$ cat src/rtl/rxpy_byte_buf_if.sv
// Decoder-side bit stream and link-controller FIFO read port of rxpy_byte_buf.
// The master drives the decoder strobes and rd_en; the slave (the buffer) returns FIFO and status.
interface rxpy_byte_buf_if #(
    parameter int AW = 5
) ();
    logic          dec_st_p;
    logic          bit_vld_p;
    logic          bit_in;
    logic          dec_endp;
    logic          crcgood;
    logic          existpyheader;
    logic          BRss;
    logic [12:0]   pylenbit;
    logic          rd_en;
    logic [7:0]    rd_data;
    logic          fifo_empty;
    logic          fifo_full;
    logic [AW:0]   fifo_count;
    logic          rx_done_p;
    logic          rx_crcok;
    logic [9:0]    rx_bytecnt;
    logic          rx_ovf;

    modport master (
        output dec_st_p, bit_vld_p, bit_in, dec_endp, crcgood,
        output existpyheader, BRss, pylenbit, rd_en,
        input  rd_data, fifo_empty, fifo_full, fifo_count,
        input  rx_done_p, rx_crcok, rx_bytecnt, rx_ovf
    );

    modport slave (
        input  dec_st_p, bit_vld_p, bit_in, dec_endp, crcgood,
        input  existpyheader, BRss, pylenbit, rd_en,
        output rd_data, fifo_empty, fifo_full, fifo_count,
        output rx_done_p, rx_crcok, rx_bytecnt, rx_ovf
    );
endinterface

$ cat src/rtl/rxpy_byte_buf.sv
// Rx payload byte assembler: strips header, packs bits LSB-first into a FWFT byte FIFO.
// Define RXPYBUF_HDR_KEEP_EN to pack and store the header bytes ahead of the data.
module rxpy_byte_buf #(
    parameter int DEPTH = 32,
    parameter int AW    = 5
) (
    input logic clk_6M,
    input logic rstz,
    rxpy_byte_buf_if.slave bus
);

    typedef enum logic [2:0] {IDLE, HDR, DATA, TAIL, DONE} st_t;

    localparam logic [AW:0] FULLV = (AW+1)'(DEPTH);

    st_t         st;
    logic [7:0]  sr;
    logic [3:0]  bcnt;
    logic [4:0]  hcnt;
    logic [12:0] dcnt;
    logic [12:0] plen;
    logic        hdr8;
    logic        wr_pend;
    logic [7:0]  wr_byte;
    logic        done_q;
    logic        crcok_q;
    logic [9:0]  bytecnt;
    logic        ovf_q;

    logic [7:0]    mem [DEPTH];
    logic [AW-1:0] wptr;
    logic [AW-1:0] rptr;
    logic [AW:0]   cnt;

    logic       take;
    logic       pack;
    logic [7:0] nsr;
    logic [3:0] nbc;
    logic       hdr_last;
    logic       dat_last;
    logic       endp;
    logic       flush;
    logic       full;
    logic       rd_do;
    logic       wr_do;

    always_comb begin
        take = bus.bit_vld_p && (st == HDR || st == DATA);
`ifdef RXPYBUF_HDR_KEEP_EN
        pack = take;
`else
        pack = bus.bit_vld_p && (st == DATA);
`endif
        nsr = sr;
        nbc = bcnt;
        // bit k of a byte lands at sr[k]: partial bytes come out zero-padded
        if (pack) begin
            nsr[bcnt[2:0]] = bus.bit_in;
            nbc = bcnt + 4'd1;
        end
        hdr_last = take && (st == HDR) && (hcnt == (hdr8 ? 5'd7 : 5'd15));
        dat_last = take && (st == DATA) && ((dcnt + 13'd1) == plen);
        endp     = bus.dec_endp && (st == HDR || st == DATA || st == TAIL);
        flush    = (nbc == 4'd8) || ((dat_last || endp) && (nbc != 4'd0));
    end

    assign full  = (cnt == FULLV);
    assign rd_do = bus.rd_en && (cnt != '0);
    assign wr_do = wr_pend && (!full || rd_do);

    always_ff @(posedge clk_6M or negedge rstz) begin
        if (!rstz) begin
            st      <= IDLE;
            sr      <= '0;
            bcnt    <= '0;
            hcnt    <= '0;
            dcnt    <= '0;
            plen    <= '0;
            hdr8    <= 1'b0;
            wr_pend <= 1'b0;
            wr_byte <= '0;
            done_q  <= 1'b0;
            crcok_q <= 1'b0;
            bytecnt <= '0;
        end else begin
            done_q  <= 1'b0;
            wr_pend <= 1'b0;
            if (bus.dec_st_p) begin
                sr      <= '0;
                bcnt    <= '0;
                hcnt    <= '0;
                dcnt    <= '0;
                plen    <= bus.pylenbit;
                hdr8    <= bus.BRss;
                bytecnt <= '0;
                if (bus.existpyheader)
                    st <= HDR;
                else if (bus.pylenbit == '0)
                    st <= TAIL;
                else
                    st <= DATA;
            end else begin
                sr   <= nsr;
                bcnt <= nbc;
                if (take && st == HDR)
                    hcnt <= hcnt + 5'd1;
                if (take && st == DATA)
                    dcnt <= dcnt + 13'd1;
                if (flush) begin
                    wr_pend <= 1'b1;
                    wr_byte <= nsr;
                    sr      <= '0;
                    bcnt    <= '0;
                    if (bytecnt != 10'd1023)
                        bytecnt <= bytecnt + 10'd1;
                end
                unique case (st)
                    IDLE: st <= IDLE;
                    HDR:  if (hdr_last) st <= (plen == '0) ? TAIL : DATA;
                    DATA: if (dat_last) st <= TAIL;
                    TAIL: st <= TAIL;
                    DONE: st <= IDLE;
                    default: st <= IDLE;
                endcase
                // completion overrides any header/data transition in the same cycle
                if (endp) begin
                    st      <= DONE;
                    done_q  <= 1'b1;
                    crcok_q <= bus.crcgood;
                end
            end
        end
    end

    always_ff @(posedge clk_6M or negedge rstz) begin
        if (!rstz) begin
            wptr  <= '0;
            rptr  <= '0;
            cnt   <= '0;
            ovf_q <= 1'b0;
        end else if (bus.dec_st_p) begin
            wptr  <= '0;
            rptr  <= '0;
            cnt   <= '0;
            ovf_q <= 1'b0;
        end else begin
            if (wr_do)
                wptr <= wptr + AW'(1);
            if (rd_do)
                rptr <= rptr + AW'(1);
            if (wr_do && !rd_do)
                cnt <= cnt + (AW+1)'(1);
            else if (!wr_do && rd_do)
                cnt <= cnt - (AW+1)'(1);
            if (wr_pend && !wr_do)
                ovf_q <= 1'b1;
        end
    end

    always_ff @(posedge clk_6M or negedge rstz) begin
        if (!rstz) begin
            for (int i = 0; i < DEPTH; i++)
                mem[i] <= '0;
        end else if (wr_do && !bus.dec_st_p) begin
            mem[wptr] <= wr_byte;
        end
    end

    assign bus.rd_data    = mem[rptr];
    assign bus.fifo_empty = (cnt == '0);
    assign bus.fifo_full  = full;
    assign bus.fifo_count = cnt;
    assign bus.rx_done_p  = done_q;
    assign bus.rx_crcok   = crcok_q;
    assign bus.rx_bytecnt = bytecnt;
    assign bus.rx_ovf     = ovf_q;

endmodule

$ cat src/flat_wrapper.sv
// flat-port wrapper written by rule: the top's interface ports become plain ports
module rxpy_byte_buf_flat 
#(
    parameter int DEPTH = 32,
    parameter int AW    = 5
)
  (clk_6M, rstz, bus_dec_st_p, bus_bit_vld_p, bus_bit_in, bus_dec_endp, bus_crcgood, bus_existpyheader, bus_BRss, bus_pylenbit, bus_rd_en, bus_rd_data, bus_fifo_empty, bus_fifo_full, bus_fifo_count, bus_rx_done_p, bus_rx_crcok, bus_rx_bytecnt, bus_rx_ovf);
  rxpy_byte_buf_if #(.AW(AW)) bus_i ();
  input logic clk_6M;
  input logic rstz;
  input wire logic [$bits(bus_i.dec_st_p)-1:0] bus_dec_st_p;
  input wire logic [$bits(bus_i.bit_vld_p)-1:0] bus_bit_vld_p;
  input wire logic [$bits(bus_i.bit_in)-1:0] bus_bit_in;
  input wire logic [$bits(bus_i.dec_endp)-1:0] bus_dec_endp;
  input wire logic [$bits(bus_i.crcgood)-1:0] bus_crcgood;
  input wire logic [$bits(bus_i.existpyheader)-1:0] bus_existpyheader;
  input wire logic [$bits(bus_i.BRss)-1:0] bus_BRss;
  input wire logic [$bits(bus_i.pylenbit)-1:0] bus_pylenbit;
  input wire logic [$bits(bus_i.rd_en)-1:0] bus_rd_en;
  output wire logic [$bits(bus_i.rd_data)-1:0] bus_rd_data;
  output wire logic [$bits(bus_i.fifo_empty)-1:0] bus_fifo_empty;
  output wire logic [$bits(bus_i.fifo_full)-1:0] bus_fifo_full;
  output wire logic [$bits(bus_i.fifo_count)-1:0] bus_fifo_count;
  output wire logic [$bits(bus_i.rx_done_p)-1:0] bus_rx_done_p;
  output wire logic [$bits(bus_i.rx_crcok)-1:0] bus_rx_crcok;
  output wire logic [$bits(bus_i.rx_bytecnt)-1:0] bus_rx_bytecnt;
  output wire logic [$bits(bus_i.rx_ovf)-1:0] bus_rx_ovf;
  assign bus_i.dec_st_p = bus_dec_st_p;
  assign bus_i.bit_vld_p = bus_bit_vld_p;
  assign bus_i.bit_in = bus_bit_in;
  assign bus_i.dec_endp = bus_dec_endp;
  assign bus_i.crcgood = bus_crcgood;
  assign bus_i.existpyheader = bus_existpyheader;
  assign bus_i.BRss = bus_BRss;
  assign bus_i.pylenbit = bus_pylenbit;
  assign bus_i.rd_en = bus_rd_en;
  assign bus_rd_data = bus_i.rd_data;
  assign bus_fifo_empty = bus_i.fifo_empty;
  assign bus_fifo_full = bus_i.fifo_full;
  assign bus_fifo_count = bus_i.fifo_count;
  assign bus_rx_done_p = bus_i.rx_done_p;
  assign bus_rx_crcok = bus_i.rx_crcok;
  assign bus_rx_bytecnt = bus_i.rx_bytecnt;
  assign bus_rx_ovf = bus_i.rx_ovf;
  rxpy_byte_buf #(.DEPTH(DEPTH), .AW(AW)) u_core (.clk_6M(clk_6M), .rstz(rstz), .bus(bus_i));
endmodule
$ cat config.mk
export PLATFORM = sky130hd
export DESIGN_NAME = rxpy_byte_buf_flat
export DESIGN_NICKNAME = d
export VERILOG_FILES = /design/src/rtl/rxpy_byte_buf_if.sv /design/src/rtl/rxpy_byte_buf.sv /design/src/flat_wrapper.sv
export SDC_FILE = /design/constraint.sdc
export NUM_CORES = 1
export LEC_CHECK = 0
export CAP_MARGIN = 20
export CORE_MARGIN = 3
export CORE_UTILIZATION = 25
export CTS_CLUSTER_SIZE = 40
export DETAILED_ROUTE_END_ITERATION = 10
export PLACE_DENSITY_LB_ADDON = 0.15
export SLEW_MARGIN = 20
export SYNTH_ARGS = -nofsm -noshare
export SYNTH_HDL_FRONTEND = slang
export SYNTH_SLANG_ARGS = --single-unit
$ cat constraint.sdc
create_clock -name clk_6M -period 4.3 [get_ports clk_6M]
set_clock_uncertainty 0.2 [all_clocks]
set_input_delay 0.86 -clock clk_6M [delete_from_list [all_inputs] [get_ports clk_6M]]
set_output_delay 0.86 -clock clk_6M [all_outputs]
set_load 0.05 [all_outputs]
; Yosys cells after proc, flatten, opt, wreduce, memory -nomap -nowiden
; Index checks and enable logic that the tools add are counted.
[totals]
n_memories = 0
register_bits = 341
romBits = 0
latch_bits = 0
elab_cells = 160
ram_bits = 0
[op_classes]
mul = 0
add_sub_neg = 8
div_mod_pow = 0
magnitude_cmp = 5
muxes = 44
shift = 0
bitwise_logic = 3
n_eq_ne = 10
reduce_logical = 42
[op_table]
columns = op, count
row1 = $bwmux 256, 1
row2 = $mux 8, 6
row3 = $bmux 8 s5, 1
row4 = $demux 8 s5, 1
row5 = $mux 10, 3
row6 = $mux 5, 6
row7 = $logic_not 13->1, 2
row8 = $mux 13, 2
row9 = $mux 6, 3
row10 = $logic_and 1x1->1, 16
row11 = $mux 4, 4
row12 = $add 5x1->5 const B, 3
row13 = $mux 3, 5
row14 = $reduce_bool 2->1, 7
row15 = $add 13x1->13 const B, 1
row16 = $eq 13x13->1, 1
row17 = $ge 6x6->1 const B, 2
row18 = $not 5->6, 2
row19 = $add 10x1->10 const B, 1
row20 = $ne 10x10->1 const B, 1
row21 = $mux 1, 9
row22 = $pmux 3 s3, 1
row23 = $bwmux 8, 1
row24 = $ne 4x2->1 const B, 2
row25 = 20 further kinds, 31

; Logic depth before layout (Yosys ltp)
[depth]
depth_word = 10
depth_mapped = 13
depth_no_buf = 13

; Worst setup path before layout
; Ideal clock, no wire load.
[synth_path]
kind = register -> output
start = reg u_core.rptr[0]
end = out bus_rd_data[0]
setup_slack_ns = 0.479
path_stages_with_launch = 6
arrival_time_ns = 2.761
cell_sequence = dfrtp_1 > buf_1 > buf_1 > mux4_2 > mux4_2 > mux2_2
[synth_via]
elab_chain_cells = 4
[synth_rtl]
columns = item, line
row1 = from (decl), rxpy_byte_buf.sv:32  ; logic [AW-1:0] rptr;
row2 = from (signal assigned), rxpy_byte_buf.sv:150  ; rptr <= rptr + AW'(1);
row3 = $not 5->6 (implied by the code), rxpy_byte_buf.sv:169  ; assign bus.rd_data = mem[rptr];
row4 = $bmux 8 s5, rxpy_byte_buf.sv:169
row5 = $mux 8 (implied by the code) (2 in series), rxpy_byte_buf.sv:169
row6 = to (decl), flat_wrapper.sv:20  ; output wire logic [$bits(bus_i.rd_data)-1:0] bus_rd_data;
; No other way between the ends. The select of a mux whose other input is x is not followed.

; Worst setup path in the final report
[layout_path]
start = reg u_core.rptr[0]
end = out bus_rd_data[4]
; Same word-level chain as after synthesis.

==> impl_metrics.toml <==
[clock_tree]
post_cts_buffers = 0
clkSinkCount = 341
cts-buffers-inserted = 42
cts-resized-gates = 0
cts_buffer_depth = 3
postCtsHoldBufs = 0
root_buffer = "clkbuf_16"
cts_tree = "built"
cts.clk_slew.worst_paths_ns = 0.06
clk_latency_ns = 0.56
htree_levels = 2

[cells_and_area]
fin_nets = 1284
mostFrequentLayoutCells = "dfrtp_1, mux2_2, nor2_1, mux4_2, buf_4"
area_delta_synth_final_pct = 20.13
nFillCells = 6432
antenna_cells = 0
layout_commonest_cell = "dfrtp_1"
drive_gt1_share_pct = 40.22

[yosys]
syn_area_mm2 = 0.01617
synth_warnings = 0
avgSynthCellArea_um2 = 14.00
yosysUniqueCellTypes = 63
ys_async_sr_fraction_pct = 100.0
synth_edf_count = 0
synthCells = 1155
synth_seq_cells = 341
synthFlopType = "dfrtp_1"
synth_seq_area_share_pct = 52.77
synth_fp_nets = 1192

[detailed_routing]
drc = 0
post_drt_wl_per_cell_um = 20.03
vias = 9700
viasPerCell = 4.567
drtIter0Drc = 557
antenna_left = 0
dr.pass1.iters = 4
wl_um = 42540

[grt]
grt-ovfl-total = 0
grt_pass1_vias = 10280
grt_pass1_wl_um = 66100
track_usage_pct = 12.76
grt_max_degree = 110
grt_antenna_before_repair = 1

[timing]
fin_tns_setup_ns = 0
worst_pin_slew_ns = 0.9706
period_minus_slack_ns = 4.169
max_clock_freq_mhz = 239.9
min_period_over_period_pct = 96.94
rsz0062_at_grt = "no"
setup_slack_ns = 0.1314
finalHoldViolCount = 0
drv_slew = 0
relSlewSlack_pct = 35.30
finalSetupViolCount = 0

[setup_path]
crit_required_ns = 3.24
start_kind = "flop"
cp_cell_sequence = "buf_4 -> mux4_2 -> mux4_2 -> mux2_2 -> buf_4"
critPathMaxStageDelay_ns = 0.63
cp-end-kind = "output pin"
crit_slowest_cell = "dfrtp_4"
critPathKind = "flop to output pin"
crit_arrival_ns = 3.11
worstPathMaxFanout = 13

[power_and_ir_drop]
power_density_mw_per_mm2 = 456.8
p_leak_nw = 8.655
ir_drop_mv = 0.2488

[floorplanning]
core_mm2 = 0.06354
io-pin-count = 52
die-width_um = 260.3
die-area_mm2 = 0.06777
start_util_pct = 25.45
fp-row-count = 92
die_height_um = 260.3

[placed_design]
dp_hpwl_um = 27080
place_ws_ns = 0.4809
io_buffers = 51
place_congestion = 0.7327

[job]
cap_violations = 0

[status]
outcome = "completed"

[hold_path]
hold_path.class = "primary input to async pin"
[worst max-delay path, delay by kind of cell (launching register included)]
family	cells	cell delay, ns
buf+inv	2	0.49
mux	3	1.42
flops	1	0.63
[state kept, by name, summed over array words and instances, names as in the netlist, 4 cells and up]
| signal | cells |
|---|---|
| u_core.mem | 256 |
| u_core.sr | 8 |
| u_core.wr_byte | 8 |
| u_core.rptr | 5 |
| u_core.bcnt | 4 |
| u_core.plen | 13 |
| u_core.bus.fifo_count | 6 |
| u_core.wptr | 5 |
| u_core.hcnt | 5 |
| u_core.bus.rx_bytecnt | 10 |
| u_core.dcnt | 13 |
[power breakdown]
| group | switching, W | internal (W) | total, W |
|---|---|---|---|
| clock network | 0.00141 | 0.00211 | 0.00353 |
| logic | 0.00111 | 0.000737 | 0.00185 |
| registers | 0.000168 | 0.00333 | 0.00349 |
| total | 0.00270 | 0.00618 | 0.00887 |
[layer usage]
metal	track usage, %	routed length (µm)	vias up
li1	-	-	4403
met3	2.038	1731	61
met1	18.50	20870	5110
met2	19.74	19040	126
met4	3.531	894	0
met5	0	0	-
[final timing paths]
kind / from / end / slack, ns / cells after the start
setup / recovery: u_core.rptr[0] / bus_rd_data[4] / 0.13 / 5
hold / removal: rstz / u_core.plen[6] / 0.16 / 1
setup reg to reg: u_core.dcnt[0] / u_core.bus.rx_bytecnt[7] / 0.89 / 9
hold reg to reg: u_core.mem[140] / u_core.mem[140] / 0.30 / 1
max in group asynchronous: rstz / u_core.mem[196] / 2.77 / 2
min in group clk_6M: u_core.mem[140] / u_core.mem[140] / 0.30 / 1
[synthesized netlist by cell type, drive strengths merged (5+ instances only)]
master,count,area share [%]
a21oi,17,0.55
buf,15,0.46
clkbuf,52,1.2
dfrtp,341,53
ha,13,1.0
inv,24,0.56
mux2,282,20
mux2i,24,1.5
mux4,80,11
nand2,33,0.77
nand3,18,0.70
nand4,12,0.46
nor2,106,2.6
nor2b,8,0.31
nor3,6,0.19
nor4,11,0.43
o21ai,8,0.25
or3,5,0.19
xnor2,22,1.2
xor2,26,1.4
[final cells by class]
type / instances / area (µm²) / share of cell area, %
Timing Repair Buffer: 115 / 1084 / 5.578
Multi-Input combinational cell: 723 / 7288 / 37.52
Clock buffer: 66 / 1251 / 6.441
Inverter: 24 / 90.09 / 0.4638
Sequential cell: 341 / 8539 / 43.96
Clock inverter: 9 / 113.9 / 0.5861
Tap cell: 846 / 1059 / 5.449
[metrics by stage]
| step | std cells | area [µm²] | hold WS [ns] | power (W) | util [%] |
|---|---|---|---|---|---|
| 6_report | 2124 | 19420 | 0.1571 | 0.008873 | 30.57 |
| 5_1_grt | 2124 | 19420 | 0.2068 | 0.009304 | 30.57 |
| 4_1_cts | 2124 | 19420 | 0.1976 | 0.009046 | 30.57 |
| 3_5_place_dp | 2049 | 18060 | 0.2901 | 0.005441 | 28.42 |
| 3_3_place_gp | 2049 | 18060 | 0.2838 | 0.005440 | 28.42 |
| 2_1_floorplan | 1155 | 16170 | 0.2752 | 0.004705 | - |
[cell families (layout without fill, tap and decap cells)]
| group | after synthesis | count (layout) | synth area share, % |
|---|---|---|---|
| mux | 386 | 386 | 32.27 |
| flops | 341 | 341 | 52.77 |
| simple gates | 224 | 224 | 6.879 |
| buf+inv | 91 | 214 | 2.228 |
| compound gates | 50 | 50 | 2.066 |
| xor+xnor | 48 | 48 | 2.600 |
| fa+ha+maj | 15 | 15 | 1.192 |
No activity file was read; power rests on OpenSTA's default activity.
